### src/rtl/regfile_wb_sched.sv
// Write-back scheduler for the dual-write-port register file: arbitrates ALU/div/load/ext writes
// onto ports B (dst) and A (src). Optional long-latency scoreboard enabled by REGWB_SCOREBOARD_EN.
module regfile_wb_sched #(
  parameter int unsigned DW      = 32,
  parameter int unsigned AW      = 6,
  parameter int unsigned EXT_AGE = 8
) (
  input  logic          sys_clk,
  input  logic          reset_n,
  input  logic          clk_en,
  input  logic          alu_req,
  input  logic [AW-1:0] alu_a,
  input  logic [DW-1:0] alu_d,
  input  logic          div_req,
  input  logic          ld_req,
  input  logic          ext_req,
  input  logic [AW-1:0] div_a,
  input  logic [AW-1:0] ld_a,
  input  logic [AW-1:0] ext_a,
  input  logic [DW-1:0] div_d,
  input  logic [DW-1:0] ld_d,
  input  logic [DW-1:0] ext_d,
  output logic          div_ack,
  output logic          ld_ack,
  output logic          ext_ack,
  input  logic          iss_pend,
  input  logic [AW-1:0] iss_pa,
  input  logic          rd_use,
  input  logic [AW-1:0] rd_srca,
  input  logic [AW-1:0] rd_dsta,
  output logic          srcrwen_n,
  output logic [AW-1:0] srca_w,
  output logic [DW-1:0] srcwd,
  output logic          dstrwen_n,
  output logic [AW-1:0] dsta_w,
  output logic [DW-1:0] dstwd,
  output logic          stall,
  output logic          sb_busy
);

  localparam int unsigned AgeW = $clog2(EXT_AGE + 1);

  // Requester indices: 0 alu, 1 div, 2 ld, 3 ext.
  logic [3:0]    req;
  logic [AW-1:0] addr [4];
  logic [DW-1:0] data [4];
  logic [1:0]    ord  [4];
  logic          ext_first;
  logic          found1, found2;
  logic [1:0]    c1, c2;
  logic [3:0]    grant;

  logic          dst_wen_n_q, dst_wen_n_d, src_wen_n_q, src_wen_n_d;
  logic [AW-1:0] dsta_q, dsta_d, srca_q, srca_d;
  logic [DW-1:0] dstwd_q, dstwd_d, srcwd_q, srcwd_d;
  logic [2:0]    ack_q, ack_d;
  logic [AgeW-1:0] age_q, age_d;

  assign req = {ext_req, ld_req, div_req, alu_req};

  always_comb begin
    addr[0] = alu_a;
    addr[1] = div_a;
    addr[2] = ld_a;
    addr[3] = ext_a;
    data[0] = alu_d;
    data[1] = div_d;
    data[2] = ld_d;
    data[3] = ext_d;
  end

  assign ext_first = (age_q >= AgeW'(EXT_AGE));

  always_comb begin
    ord[0] = 2'd0;
    ord[1] = 2'd1;
    ord[2] = ext_first ? 2'd3 : 2'd2;
    ord[3] = ext_first ? 2'd2 : 2'd3;
  end

  // Pick the two highest-priority requesters; the second loses on address collision and the
  // freed slot is deliberately left empty for this edge.
  always_comb begin
    found1 = 1'b0;
    found2 = 1'b0;
    c1     = 2'd0;
    c2     = 2'd0;
    for (int i = 0; i < 4; i++) begin
      if (req[ord[i]]) begin
        if (!found1) begin
          found1 = 1'b1;
          c1     = ord[i];
        end else if (!found2) begin
          found2 = 1'b1;
          c2     = ord[i];
        end
      end
    end
    if (found2 && (addr[c1] == addr[c2])) found2 = 1'b0;
    grant = 4'b0000;
    if (found1) grant[c1] = 1'b1;
    if (found2) grant[c2] = 1'b1;
  end

  always_comb begin
    dst_wen_n_d = dst_wen_n_q;
    src_wen_n_d = src_wen_n_q;
    dsta_d      = dsta_q;
    srca_d      = srca_q;
    dstwd_d     = dstwd_q;
    srcwd_d     = srcwd_q;
    age_d       = age_q;
    ack_d       = 3'b000;
    if (clk_en) begin
      dst_wen_n_d = ~found1;
      src_wen_n_d = ~found2;
      if (found1) begin
        dsta_d  = addr[c1];
        dstwd_d = data[c1];
      end
      if (found2) begin
        srca_d  = addr[c2];
        srcwd_d = data[c2];
      end
      ack_d = {grant[1], grant[2], grant[3]};
      if (ext_req && !grant[3]) begin
        age_d = (age_q == AgeW'(EXT_AGE)) ? age_q : age_q + 1'b1;
      end else begin
        age_d = '0;
      end
    end
  end

  always_ff @(posedge sys_clk or negedge reset_n) begin
    if (!reset_n) begin
      dst_wen_n_q <= 1'b1;
      src_wen_n_q <= 1'b1;
      dsta_q      <= '0;
      srca_q      <= '0;
      dstwd_q     <= '0;
      srcwd_q     <= '0;
      ack_q       <= 3'b000;
      age_q       <= '0;
    end else begin
      dst_wen_n_q <= dst_wen_n_d;
      src_wen_n_q <= src_wen_n_d;
      dsta_q      <= dsta_d;
      srca_q      <= srca_d;
      dstwd_q     <= dstwd_d;
      srcwd_q     <= srcwd_d;
      ack_q       <= ack_d;
      age_q       <= age_d;
    end
  end

  assign dstrwen_n = dst_wen_n_q;
  assign srcrwen_n = src_wen_n_q;
  assign dsta_w    = dsta_q;
  assign srca_w    = srca_q;
  assign dstwd     = dstwd_q;
  assign srcwd     = srcwd_q;
  assign div_ack   = ack_q[2];
  assign ld_ack    = ack_q[1];
  assign ext_ack   = ack_q[0];

`ifdef REGWB_SCOREBOARD_EN
  logic [2**AW-1:0] sb_q, sb_d, sb_set, sb_clr;
  logic             sb_busy_q, sb_busy_d;

  // Set is applied after clear so a same-edge issue to a retiring register keeps the bit.
  always_comb begin
    sb_set = '0;
    sb_clr = '0;
    if (iss_pend) sb_set[iss_pa] = 1'b1;
    if (grant[1]) sb_clr[div_a] = 1'b1;
    if (grant[2]) sb_clr[ld_a]  = 1'b1;
    sb_d      = sb_q;
    sb_busy_d = sb_busy_q;
    if (clk_en) begin
      sb_d      = (sb_q & ~sb_clr) | sb_set;
      sb_busy_d = |sb_d;
    end
  end

  always_ff @(posedge sys_clk or negedge reset_n) begin
    if (!reset_n) begin
      sb_q      <= '0;
      sb_busy_q <= 1'b0;
    end else begin
      sb_q      <= sb_d;
      sb_busy_q <= sb_busy_d;
    end
  end

  assign stall   = rd_use & (sb_q[rd_srca] | sb_q[rd_dsta]);
  assign sb_busy = sb_busy_q;
`else
  logic unused_sb;
  assign unused_sb = ^{iss_pend, iss_pa, rd_use, rd_srca, rd_dsta};
  assign stall     = 1'b0;
  assign sb_busy   = 1'b0;
`endif

endmodule

### config.mk
export PLATFORM = sky130hd
export DESIGN_NAME = regfile_wb_sched
export DESIGN_NICKNAME = d
export VERILOG_FILES = /design/src/rtl/regfile_wb_sched.sv
export SDC_FILE = /design/constraint.sdc
export NUM_CORES = 1
export LEC_CHECK = 0
export ABC_AREA = 1
export CAP_MARGIN = 20
export CORE_AREA = 3 3 120 122
export CTS_CLUSTER_SIZE = 28
export DETAILED_ROUTE_END_ITERATION = 10
export DIE_AREA = 0 0 123 125
export PLACE_DENSITY = 0.93
export SYNTH_ARGS = -nofsm -noshare
export SYNTH_HDL_FRONTEND = slang
export SYNTH_SLANG_ARGS = --single-unit
### constraint.sdc
create_clock -name sys_clk -period 3.01 [get_ports sys_clk]
set_clock_uncertainty 0.15 [all_clocks]
set_input_delay 0.4515 -clock sys_clk [delete_from_list [all_inputs] [get_ports sys_clk]]
set_output_delay 0.4515 -clock sys_clk [all_outputs]
set_load 0.01 [all_outputs]
# Yosys cells after proc, flatten, opt, wreduce, memory -nomap -nowiden

Cells that the tools add are included.

Flip-flop bits (word level): 85
Bits in latches: 0
RAM bits: 0
Bits in read-only memories: 0
Input bits: 179
Word-level logic and storage cells: 86
Memories kept: 0

$add $sub $neg: 1
Multiply operators: 0
Div/mod/pow operators: 0
Order comparisons: 9
Equality and inequality tests: 3
Shift-type cells: 0
Mux-type cells: 52
Bitwise operators: 5
Reductions and logical operators: 8

Operators by type and width:

| kind                                                              | number |
|---|---|
| binary-select mux 32 bit (select 2 bit)                           | 2 |
| two-way mux 32 bit                                                | 4 |
| binary-select mux 6 bit (select 2 bit)                            | 2 |
| two-way mux 6 bit                                                 | 4 |
| two-way mux 1 bit                                                 | 21 |
| two-way mux 2 bit                                                 | 10 |
| two-way mux 4 bit                                                 | 4 |
| less-than comparator 2 x 3 -> 1 bit, second input constant        | 4 |
| == test 6 bit                                                     | 1 |
| greater-or-equal comparator 3 bit, second input constant          | 2 |
| inverter 2 -> 3 bit                                               | 2 |
| AND reduction 2 bit                                               | 3 |
| adder 4 x 1 -> 4 bit, second input constant                       | 1 |
| binary-select mux 1 bit (select 2 bit)                            | 2 |
| demux 1 bit (select 2 bit)                                        | 2 |
| == test 4 bit, second input constant                              | 1 |
| greater-or-equal comparator 2 x 1 -> 1 bit, second input constant | 2 |
| greater-or-equal comparator 4 bit, second input constant          | 1 |
| logical AND 1 bit                                                 | 4 |
| bitwise OR 4 bit                                                  | 1 |
| two-way mux 3 bit                                                 | 1 |
| inequality test 2 bit, second input constant                      | 1 |
| inverter 1 bit                                                    | 2 |
| zero test 1 bit                                                   | 1 |

# Depth between registers and ports, before layout

Word-level depth: 21
Gate-level depth with buffers: 22
Gate-level depth less buffers: 22

# Worst setup path before layout

No wires, ideal clock.

Path type: input to register
Start point: in alu_req
End point: reg srcwd_q[20], in the netlist srcwd[20]
Data arrival time: 2.292 ns
Required time: 2.737 ns
Slack: 0.445 ns
Stages: 20
Cells stage by stage: inv_1 ha_1 nand3_2 nand2_1 inv_1 nand2_1 nand2_2 buf_2 nand3_1 nand3_1 nand2_1 nand2_1 nand2_1 nor2_1 nand3_2 nand3_2 inv_2 buf_6 o21ai_0 nand2_1

Cells in the longest elaborated chain, start to end: 17

RTL lines:

| element                                               | line    | source |
|---|---|---|
| start, declared                                       | 11      | `input logic alu_req,` |
| two-way mux 1 bit                                     | 89      | `if (req[ord[i]]) begin` |
| two-way mux 1 bit                                     | 90      | `if (!found1) begin` |
| two-way mux 1 bit                                     | 89      |  |
| two-way mux 2 bit                                     | 93      | `end else if (!found2) begin` |
| two-way mux 2 bit                                     | 90      |  |
| two-way mux 2 bit                                     | 89      |  |
| two-way mux 2 bit                                     | 93      |  |
| two-way mux 2 bit                                     | 90      |  |
| two-way mux 2 bit                                     | 89      |  |
| inverter 2 -> 3 bit (not written as such)             | 99, 123 |  |
| binary-select mux 6 bit (select 2 bit)                | 99      | `if (found2 && (addr[c1] == addr[c2])) found2 = 1'b0;` |
| two-way mux 6 bit (not written as such) (2 in series) | 99      |  |
| == test 6 bit                                         | 99      |  |
| logical AND 1 bit                                     | 99      |  |
| two-way mux 1 bit                                     | 99      |  |
| AND reduction 2 bit (no line)                         | --      |  |
| end signal, assigned                                  | 150     | `srcwd_q <= srcwd_d;` |
| end, declared                                         | 55      | `logic [DW-1:0] dstwd_q, dstwd_d, srcwd_q, srcwd_d;` |

Several ways; a longest one is shown, not always the timed one. The select of a mux whose other input is x is not followed.
A chain may end at the register's enable or synchronous reset.

# Worst setup path after layout

Start point: reg age_q[3]
End point: reg age_q[3]

Cells in the longest elaborated chain, start to end: 20

RTL lines:

| element                                                                      | line   | source |
|---|---|---|
| start, declared                                                              | 57     | `logic [AgeW-1:0] age_q, age_d;` |
| start signal, assigned                                                       | 152    | `age_q <= age_d;` |
| greater-or-equal comparator 4 bit                                            | 72     | `assign ext_first = (age_q >= AgeW'(EXT_AGE));` |
| two-way mux 1 bit                                                            | 77     | `ord[2] = ext_first ? 2'd3 : 2'd2;` |
| binary-select mux 1 bit (select 2 bit) or two-way mux 2 bit (tied branches)  | 89, 93 |  |
| two-way mux 1 bit (not written as such) or two-way mux 2 bit (tied branches) | 89, 90 |  |
| two-way mux 2 bit or two-way mux 1 bit (tied branches)                       | 89     |  |
| two-way mux 2 bit                                                            | 93     |  |
| two-way mux 2 bit                                                            | 90     |  |
| two-way mux 2 bit                                                            | 89     |  |
| (+4 left out)                                                                | --     |  |
| == test 6 bit                                                                | 99     |  |
| logical AND 1 bit                                                            | 99     |  |
| two-way mux 1 bit                                                            | 99     |  |
| two-way mux 4 bit                                                            | 102    | `if (found2) grant[c2] = 1'b1;` |
| zero test 1 bit                                                              | 126    | `if (ext_req && !grant[3]) begin` |
| logical AND 1 bit                                                            | 126    |  |
| inequality test 2 bit (no line)                                              | --     |  |
| AND reduction 2 bit (no line)                                                | --     |  |

Several ways; a longest one is shown, not always the timed one. The select of a mux whose other input is x is not followed.

==> run summary <==
DRC -> 0
critical path startpoint category -> register
Post-Syn Instances -> 859
antenna-violating nets left -> 0
Final #Nets -> 1314
power per cell area -> 466 nW/µm²
worst reg-to-reg setup slack -> 220 ps
post-synthesis sequential area ratio -> 37.0%
Period minus WS final -> 2790 ps
Clk network pwr share -> 23.3%
Max Fanout on Critical Path -> 6
maximum vdd drop -> 0.274 mV
CP max stage delay -> 450 ps
most common cell in the netlist -> nand2_1
Hold Path Stages -> 2
CP arrival -> 2900 ps
worst slack, placed -> -381 ps
Commonest cells post-synth -> 198 x nand2_1, 114 x o21ai_0, 98 x a21oi_1
Synth cell types -> 30
Root Driver -> clkbuf_16
largest area contributor in the netlist -> dfrtp_1
DP Wirelength -> 15800 µm
asr flop ratio synth -> 100%
Cell Rows -> 42
Slew HR -> 51.2%
Comb power frac -> 41.7%
syn avg cell area -> 6.69 µm²
Post-Synthesis Cell Area -> 5750 µm²
Hold Path Origin -> srcwd[29]
Reg clk slew, reported paths -> 60 ps
final instance area -> 9150 µm²
worst min path class -> reg -> reg
worst r2r dst -> age_q[3]
Leakage -> 4.25 nW
Iteration-0 DRC Markers -> 789
Final TNS setup -> 0 ps
RD Place Congestion -> 0.884
worst-skew pair later-pin latency -> 330 ps
CORE AREA -> 13300 µm²
total power -> 4.26 mW
port bufs -> 239
crit-path most repeated cell -> nand2_1
Synth Register Bits -> 85
share of layout cells above drive strength 1 -> 10.9%
status -> completed
CTS sink cnt -> 85
Detailed Route WL -> 22300 µm
fin cells -> 1309
Ys Warns -> 0
number of top-level pins -> 262
H-tree depth -> 3
Pint -> 2.83 mW
Worst-Margin Slew -> 730 ps
synth top area cells -> dfrtp_1 36%, nand2_1 13%, o21ai_0 9.9%, a21oi_1 8.5%, nand3_1 6.8%
placed cells -> 1283
Via density -> 5.59
total die area -> 15400 µm²
Final Hold Viols -> 0
vias in the first global route -> 6839
commonest register cell after synthesis -> dfrtp_1
CTS tree -> yes
count of pins over their slew limit -> 0
hold slack -> 332 ps
final worst slack -> 215 ps
P&R area growth vs syn -> 59.1%
Critical Path Sink Type -> register
first-pass GRT wire length -> 33400 µm
final core occ -> 68.8%
Slowest cell on crit path -> dfrtp_2
sw power -> 1.43 mW
top cell type's share of synthesized area -> 36.1%
Die W -> 123 µm
GRT overflow -> 0
Reg-to-Reg Start -> age_q[3]
Initial Util -> 43.2%
CP required -> 3120 ps
number of flops mapped to enable cells by yosys -> 0
Chip Height -> 125 µm
DRT Pass-1 Iters -> 6
worst-case reg-to-reg path depth -> 20
Total GRT Usage -> 27.1%
number of diodes -> 0
Period Utilization, post-route -> 92.9%
final setup fails -> 0
clk buf depth -> 2
Placed Instance Area -> 8700 µm²
via count -> 7322
Max Fclk -> 358 MHz
WHS Endpoint -> srcwd[29]
Seq pwr share -> 35.0%
cts bufs inserted -> 9
maximum number of pins on one net before global-route repair -> 47
mean routed wirelength per cell -> 17.0 µm
Net Sw Frac -> 33.6%
crit path cell chain -> inv_2, nand2_2, nand2_1, nand2_2, buf_4, o21ai_4, buf_4, nand2_1, nand2_1, inv_1, nand2_1, nand2_1, nor2_2, nand3_2, buf_4, nand3_1, nand3_1, nand2_1, inv_2, nor2_1
max-cap viol count -> 0
initial antenna violation count -> 0
Crit Path Class -> reg -> reg
[power groups by stage]
stage / clock [mW] / sequential [mW] / combinational, mW
finish: 0.991 / 1.49 / 1.78
global route: 1.06 / 1.51 / 1.93
CTS: 1.01 / 1.49 / 1.73
detailed placement: 0 / 1.51 / 1.72
global placement: 0 / 1.50 / 1.67
floorplan: 0 / 1.59 / 0.644
[critical path: cells and delay by family (launching register included)]
| kind | cells | cell delay, ps |
|---|---|---|
| and+or+nand+nor | 13 | 1190 |
| AOI/OAI and AO/OA | 1 | 210 |
| DFF | 1 | 450 |
| buffers and inverters | 6 | 720 |
[sequential cells by signal, indices dropped and copies added, names as in the netlist]
name	count
dstwd	32
srcwd	32
dsta_w	6
age_q	4
srca_w	6
srcrwen_n	1
ack_q	3
dstrwen_n	1
[cells by family (layout without fill, tap and decap cells)]
logic type                 Yosys count  count (layout)  share of synthesized area, %
and+or+nand+nor                    356             356                          26.0
other                                1               2                        0.0652
DFF                                 85              85                          37.0
adders and majority gates            7               7                          1.52
AOI/OAI and AO/OA                  260             260                          24.2
buffers and inverters              147             420                          10.6
xor gates and xnor gates             3               3                         0.457
[how the worst max path moves through the flow]
stage | start | end | slack, ps | cells past startpoint
after floorplan | alu_req | srcwd[20] | 440 | 20
after global placement | alu_req | srcwd[6] | -260 | 21
after detailed placement | alu_req | srcwd[6] | -380 | 18
after CTS | alu_req | srcwd[6] | 1 | 20
after global routing | age_q[3] | age_q[3] | -20 | 21
final | age_q[3] | age_q[3] | 220 | 20
[area by class of cell]
class                   instances  area, µm²
fillers                      1038       4150
flip-flops and latches         85       2130
inverters                      87        332
well taps                     176        220
clock buffers                  16        251
multi-input cells             628       3130
repair buffers                317       3080
[cells in the final DEF, fill, tap and decap left out, types with 4 or more instances in the layout]
master           count
nand3_1             77
a221oi_1            15
buf_12               6
clkbuf_1             7
nand2_1            193
clkbuf_16            9
nor2_1              60
nand2_2              8
buf_4               67
a31oi_1             18
o21ai_1             10
inv_2                7
a21oi_1             97
clkdlybuf4s50_1    234
inv_1               77
ha_1                 6
o21ai_0            113
dfrtp_1             82
dlymetal6s2s_1       4
[layer usage]
metal	up-vias	track usage, %	share of wire (%)
met5	-	0	0
met4	0	10.9	3.2
met3	67	7.09	11
met2	496	46.5	48
met1	3360	32.0	38
li1	3399	-	-
[repair_timing]
item | in CTS | in global routing
gates cloned | 0 | 1
endpoints found under the hold margin | 38 | 0
resized for setup | 1 | 38
buffers inserted | 0 | 9
hold buffers | 1 | 0
endpoints found under the setup margin | 3 | 46
pin swaps | 0 | 7
Note: power is estimated with default switching activity, not from simulation.
